==> config.mk <==
export PLATFORM = sky130hd
export DESIGN_NAME = sisc_exec_ctrl
export DESIGN_NICKNAME = d
export VERILOG_FILES = /design/src/rtl/sisc_pkg.sv /design/src/rtl/sisc_alu.sv /design/src/rtl/sisc_exec_ctrl.sv
export SDC_FILE = /design/constraint.sdc
export NUM_CORES = 1
export LEC_CHECK = 0
export ABC_AREA = 1
export CORE_MARGIN = 2
export CORE_UTILIZATION = 35
export DETAILED_ROUTE_END_ITERATION = 8
export GPL_ROUTABILITY_DRIVEN = 1
export REMOVE_ABC_BUFFERS = 1
export SYNTH_ARGS = -nofsm -noshare
export SYNTH_HDL_FRONTEND = slang
export SYNTH_HIERARCHICAL = 1
export SYNTH_SLANG_ARGS = --single-unit
==> constraint.sdc <==
create_clock -name CLK -period 7 [get_ports CLK]
set_input_delay 1.4 -clock CLK [delete_from_list [all_inputs] [get_ports CLK]]
set_output_delay 1.4 -clock CLK [all_outputs]
set_load 0.05 [all_outputs]
==> src/rtl/sisc_pkg.sv <==
// Shared definitions for the SISC execution controller: opcodes, ALU ops, FSM states, flag bit positions.
package sisc_pkg;

  localparam logic [3:0] OP_NOP   = 4'b0000;
  localparam logic [3:0] OP_RTYPE = 4'b0001;
  localparam logic [3:0] OP_ADDI  = 4'b0010;
  localparam logic [3:0] OP_BRA   = 4'b0100;
  localparam logic [3:0] OP_BRR   = 4'b1000;
  localparam logic [3:0] OP_HLT   = 4'b1111;

  localparam logic [3:0] MM_ADD = 4'b0000;
  localparam logic [3:0] MM_SUB = 4'b0001;
  localparam logic [3:0] MM_AND = 4'b0010;

  localparam int CC_C = 3;
  localparam int CC_N = 2;
  localparam int CC_V = 1;
  localparam int CC_Z = 0;

  typedef enum logic [1:0] {
    ALU_ADD  = 2'b00,
    ALU_ADDI = 2'b01,
    ALU_SUB  = 2'b10,
    ALU_AND  = 2'b11
  } alu_op_t;

  typedef enum logic [2:0] {
    S_START0    = 3'd0,
    S_START1    = 3'd1,
    S_FETCH     = 3'd2,
    S_DECODE    = 3'd3,
    S_EXECUTE   = 3'd4,
    S_MEM       = 3'd5,
    S_WRITEBACK = 3'd6,
    S_HALT      = 3'd7
  } state_t;

  function automatic logic is_alu_instr(input logic [3:0] opcode, input logic [3:0] mm);
    return (opcode == OP_ADDI) ||
           ((opcode == OP_RTYPE) && (mm == MM_ADD || mm == MM_SUB || mm == MM_AND));
  endfunction

  function automatic logic [1:0] alu_op_of(input logic [3:0] opcode, input logic [3:0] mm);
    logic [1:0] op;
    op = ALU_ADD;
    if (opcode == OP_ADDI) op = ALU_ADDI;
    else if (mm == MM_SUB) op = ALU_SUB;
    else if (mm == MM_AND) op = ALU_AND;
    return op;
  endfunction

endpackage

==> src/rtl/sisc_alu.sv <==
// Combinational 32-bit ALU with {C,N,V,Z} flags. Subtract runs through the adder as a + ~b + 1,
// so C reads as "no borrow".
module sisc_alu
  import sisc_pkg::*;
(
  input  logic [1:0]  alu_op,
  input  logic [31:0] rsa,
  input  logic [31:0] rsb,
  input  logic [15:0] imm,
  output logic [31:0] result,
  output logic [3:0]  cc
);

  logic [31:0] opb;
  logic        cin;
  logic [32:0] sum;

  always_comb begin
    opb = rsb;
    cin = 1'b0;
    case (alu_op)
      ALU_ADDI: opb = {{16{imm[15]}}, imm};
      ALU_SUB: begin
        opb = ~rsb;
        cin = 1'b1;
      end
      default: opb = rsb;
    endcase
    sum = {1'b0, rsa} + {1'b0, opb} + {32'd0, cin};
  end

  always_comb begin
    cc = 4'b0000;
    if (alu_op == ALU_AND) begin
      result   = rsa & rsb;
    end else begin
      result   = sum[31:0];
      cc[CC_C] = sum[32];
      // overflow: both addends share a sign that the result does not
      cc[CC_V] = (rsa[31] == opb[31]) && (result[31] != rsa[31]);
    end
    cc[CC_N] = result[31];
    cc[CC_Z] = (result == 32'd0);
  end

endmodule

==> src/rtl/sisc_exec_ctrl.sv <==
// Multi-cycle execution controller for the SISC core: sequencing FSM, branch target adder, ALU.
// Only the FSM state is registered; all control outputs decode from state, instr and stat.
//
//   state     | meaning
//   START0    | PC held in reset
//   START1    | settle, all outputs idle
//   FETCH     | PC advances to pc_inc
//   DECODE    | branch resolution, PC loads br_addr when taken
//   EXECUTE   | ALU operation, flag register write
//   MEM       | idle slot
//   WRITEBACK | ALU result written to rd (R-type) or rt (ADDI)
//   HALT      | stopped until reset
module sisc_exec_ctrl
  import sisc_pkg::*;
(
  input  logic        CLK,
  input  logic        RST_F,
  input  logic [31:0] instr,
  input  logic [3:0]  stat,
  input  logic [31:0] rsa,
  input  logic [31:0] rsb,
  input  logic [15:0] pc_inc,
  output logic [31:0] alu_result,
  output logic [3:0]  cc,
  output logic        stat_en,
  output logic [1:0]  alu_op,
  output logic        rf_we,
  output logic        wb_sel,
  output logic        rd_sel,
  output logic        pc_write,
  output logic        pc_sel,
  output logic        pc_rst,
  output logic        br_sel,
  output logic [15:0] br_addr
);

  state_t      state;
  logic [3:0]  opcode;
  logic [3:0]  mm;
  logic [15:0] imm;
  logic        alu_valid;
  logic        is_branch;
  logic        br_taken;
  logic        unused_fields;

  assign opcode        = instr[31:28];
  assign mm            = instr[27:24];
  assign imm           = instr[15:0];
  assign unused_fields = ^instr[23:16];

  assign alu_valid = is_alu_instr(opcode, mm);
  assign is_branch = (opcode == OP_BRA) || (opcode == OP_BRR);
  assign br_taken  = (mm == 4'b0000) || ((mm & stat) != 4'b0000);

  assign br_sel  = (opcode == OP_BRA);
  assign br_addr = br_sel ? imm : (pc_inc + imm);

  always_ff @(posedge CLK) begin
    if (RST_F) begin
      state <= S_START0;
    end else begin
      case (state)
        S_START0:    state <= S_START1;
        S_START1:    state <= S_FETCH;
        S_FETCH:     state <= S_DECODE;
        S_DECODE:    state <= (opcode == OP_HLT) ? S_HALT : S_EXECUTE;
        S_EXECUTE:   state <= S_MEM;
        S_MEM:       state <= S_WRITEBACK;
        S_WRITEBACK: state <= S_FETCH;
        S_HALT:      state <= S_HALT;
        default:     state <= S_START0;
      endcase
    end
  end

  // Reset is also applied combinationally so outputs are safe before the first edge.
  always_comb begin
    pc_rst   = 1'b0;
    pc_write = 1'b0;
    pc_sel   = 1'b0;
    rf_we    = 1'b0;
    wb_sel   = 1'b0;
    rd_sel   = 1'b0;
    stat_en  = 1'b0;
    alu_op   = ALU_ADD;
    if (RST_F) begin
      pc_rst = 1'b1;
    end else begin
      case (state)
        S_START0: pc_rst   = 1'b1;
        S_FETCH:  pc_write = 1'b1;
        S_DECODE: begin
          if (is_branch && br_taken) begin
            pc_write = 1'b1;
            pc_sel   = 1'b1;
          end
        end
        S_EXECUTE: begin
          if (alu_valid) begin
            stat_en = 1'b1;
            alu_op  = alu_op_of(opcode, mm);
          end
        end
        S_WRITEBACK: begin
          if (alu_valid) begin
            rf_we  = 1'b1;
            wb_sel = 1'b1;
            rd_sel = (opcode == OP_RTYPE);
            alu_op = alu_op_of(opcode, mm);
          end
        end
        default: ;
      endcase
    end
  end

  sisc_alu u_alu (
    .alu_op (alu_op),
    .rsa    (rsa),
    .rsb    (rsb),
    .imm    (imm),
    .result (alu_result),
    .cc     (cc)
  );

endmodule

==> impl_metrics.csv <==
group,metric,value,unit
outcome,status,"finished, final reports clean",
grt,track_usage,25.5,%
worst_setup_path,r2r_cells,3,
worst_setup_path,crit_path_start_kind,"input port",
sta,hold_violations,0,
grt,grt_antenna_before_repair,0,
run,maxCapViolations,0,
worst_setup_path,required,5.60,ns
place,dp_hpwl,17800,um
floorplan,ios,180,
sta,min_period,6.78,ns
finish,nFillCells,1453,
floorplan,die_area,15900,um2
clock_network,clock_sinks,3,
drt,drc,0,
place,place_ws,-0.316,ns
clock_network,path_clk_slew,0.03,ns
drt,vias,7469,
grt,grt_pass1_vias,6768,
drt,drtAntennaViolNets,0,
power,p_leak,0.00496,uW
power,report.power.total,1090,uW
sta,setup_viol,0,
logic_synthesis,synth_flop_cell,"dfxtp_1",
logic_synthesis,synth_cells,1077,
worst_setup_path,slowest_stage,"ha_1",
place,gp_congestion,0.985,
drt,vias_per_cell,4.82,
grt,grt_first_pass_wirelength,33400,um
logic_synthesis,ys_seq_elements,3,
floorplan,core_area,14500,um2
sta,fin_skew,0.000814,ns
power,ir_drop,0.0871,mV
worst_setup_path,critPathMaxStageDelay,0.36,ns
worst_setup_path,crit_type,"input port to output port",
finish,n_antenna_cell,0,
worst_setup_path,critPathBufInv,9,
finish,layout_commonest_cell,"nand2_1",
drt,wl,21500,um
place,placed_area,8260,um2
logic_synthesis,yosysSeqAreaShare,1.15,%
sta,layout_setup_ws,0.224,ns
worst_setup_path,r2r-end,"state[1]$_SDFF_PP0_",
finish,drive_gt1_share,24.2,%
sta,period_share,96.8,%
grt,overflow,0,
floorplan,die_x,126,um
sta,final_max_slew_viol_count,0,
worst_setup_path,critPathArrivalTime,5.38,ns
worst_hold_path,min-delay-start,"state[1]$_SDFF_PP0_",
floorplan,die_height,126,um
worst_hold_path,holdPathStages,1,
logic_synthesis,synth_edf_count,0,
clock_network,insertion_delay,0.23,ns
clock_network,clk_path_buf_depth,2,
clock_network,cts_buffers,3,
worst_setup_path,critPathMaxFanout,12,
drt,wire_per_inst,13.9,um
logic_synthesis,avgSynthCellArea,4.83,um2
sta,finalSetupTns,0,ns
sta,worst_slew_pin_slew,0.682,ns
sta,fmax,148,MHz
clock_network,cts_root_buf,"clkbuf_16",
finish,post-route-util,61.9,%
logic_synthesis,syn_area,5210,um2
finish,final_cell_mix,"nand2_1, inv_1, buf_4",
grt,grt_max_degree,26,
finish,syn_to_final_growth,72.7,%
finish,nNetsFinal,1537,
worst_hold_path,min_path_type,"flip-flop to flip-flop",
worst_setup_path,path_delay_family,"simple AND/OR/NAND/NOR gates",
floorplan,initial_utilization,35.8,%
clock_network,cts_tree,"done",
sta,relSlewSlack,54.5,%
worst_setup_path,worstReg2RegStart,"state[1]$_SDFF_PP0_",
logic_synthesis,ys_warn_count,6,
clock_network,h-tree-depth,1,
clock_network,ctsHoldBuffers,0,
drt,dr.pass1.iters,5,
power,power.density,122,nW/um2
drt,drt_iter0_markers,485,
logic_synthesis,synth.distinct_cells,38,
floorplan,num_rows,44,
place,port_buffers,171,
finish,final_area,8990,um2
worst_setup_path,r2r_slack,6.07,ns
logic_synthesis,async_flop_share,0,%
worst_setup_path,setup.worst_path.end_class,"output port",
==> metrics by stage <==
step,hold slack [ns],std cells
final,0.570,1550
after floorplan,0.485,1054
after global routing,0.582,1550
after detailed placement,0.551,1525
after global placement,0.537,1525
after CTS,0.558,1533
==> cells by family (layout without fill, tap and decap cells) <==
group	Yosys count	in the layout	share of synthesized area, %
compound gates	123	123	12.5
buf+inv	237	526	17.4
simple gates	655	655	54.8
flops	3	3	1.15
xor+xnor	7	7	1.18
fa+ha+maj	52	52	12.9
==> worst max path at each step <==
stage / start / to / slack (ns) / cells past startpoint
after global placement: instr[27] / cc[0] / -0.28 / 31
after floorplan: instr[27] / cc[0] / -1.82 / 27
final: instr[27] / cc[0] / 0.22 / 31
after CTS: instr[25] / cc[0] / 0.02 / 30
after detailed placement: instr[27] / cc[0] / -0.32 / 31
after global routing: instr[27] / cc[0] / -0.02 / 32
==> worst register-to-register path: stages (launching register included) <==
cell,delay (ns)
dfxtp_1,0.43
nand2_1,0.12
nor2_1,0.16
a21oi_1,0.10
==> per-layer routing <==
metal / vias up / part of all wire (%) / track usage (%)
met1: 3262 / 47 / 37.7
met4: 0 / 1.9 / 4.33
li1: 3942 / - / -
met3: 28 / 5.7 / 1.36
met5: - / 0 / 0
met2: 237 / 45 / 41.3
==> cells in the mapped netlist (3+ instances only) <==
master / count / area share, %
nor2_2: 14 / 1.7
a21oi_1: 84 / 8.1
nand2_1: 384 / 28
ha_1: 49 / 12
o21ai_1: 5 / 0.48
nand3b_1: 6 / 0.87
inv_1: 204 / 15
xnor2_1: 6 / 1.0
fa_1: 3 / 1.2
nor3_1: 3 / 0.29
nand4_1: 13 / 1.6
clkbuf_1: 13 / 0.94
o21ai_0: 20 / 1.9
o21a_1: 6 / 0.87
a21oi_2: 3 / 0.50
dfxtp_1: 3 / 1.2
buf_2: 7 / 0.67
nor2_1: 87 / 6.3
nand3_1: 103 / 9.9
and2_1: 3 / 0.36
nand3_2: 9 / 1.7
nand2_2: 22 / 2.6
inv_2: 9 / 0.65
nor3_2: 5 / 0.96
==> power by group <==
| group | total (uW) | leakage, uW | switching [uW] | internal, uW |
|---|---|---|---|---|
| logic | 979 | 0.00489 | 547 | 432 |
| clock network | 93.0 | 0.0000382 | 17.6 | 75.4 |
| registers | 20.7 | 0.0000248 | 2.10 | 18.6 |
| total | 1090 | 0.00496 | 567 | 526 |
==> repair_timing <==
item / CTS / global route
gates cloned: 0 / 2
gates resized for setup: 32 / 99
buffers inserted: 4 / 15
setup endpoints to repair: 6 / 8
pin swaps: 10 / 38
==> final cells by class <==
type | count | area [um2] | area share, %
Inverter | 214 | 808 | 8.99
Clock buffer | 4 | 78.8 | 0.877
Tap cell | 184 | 230 | 2.56
Sequential cell | 3 | 60.1 | 0.668
Timing Repair Buffer | 308 | 3190 | 35.4
Multi-Input combinational cell | 837 | 4630 | 51.5
Power figures use the tool's default switching activity.
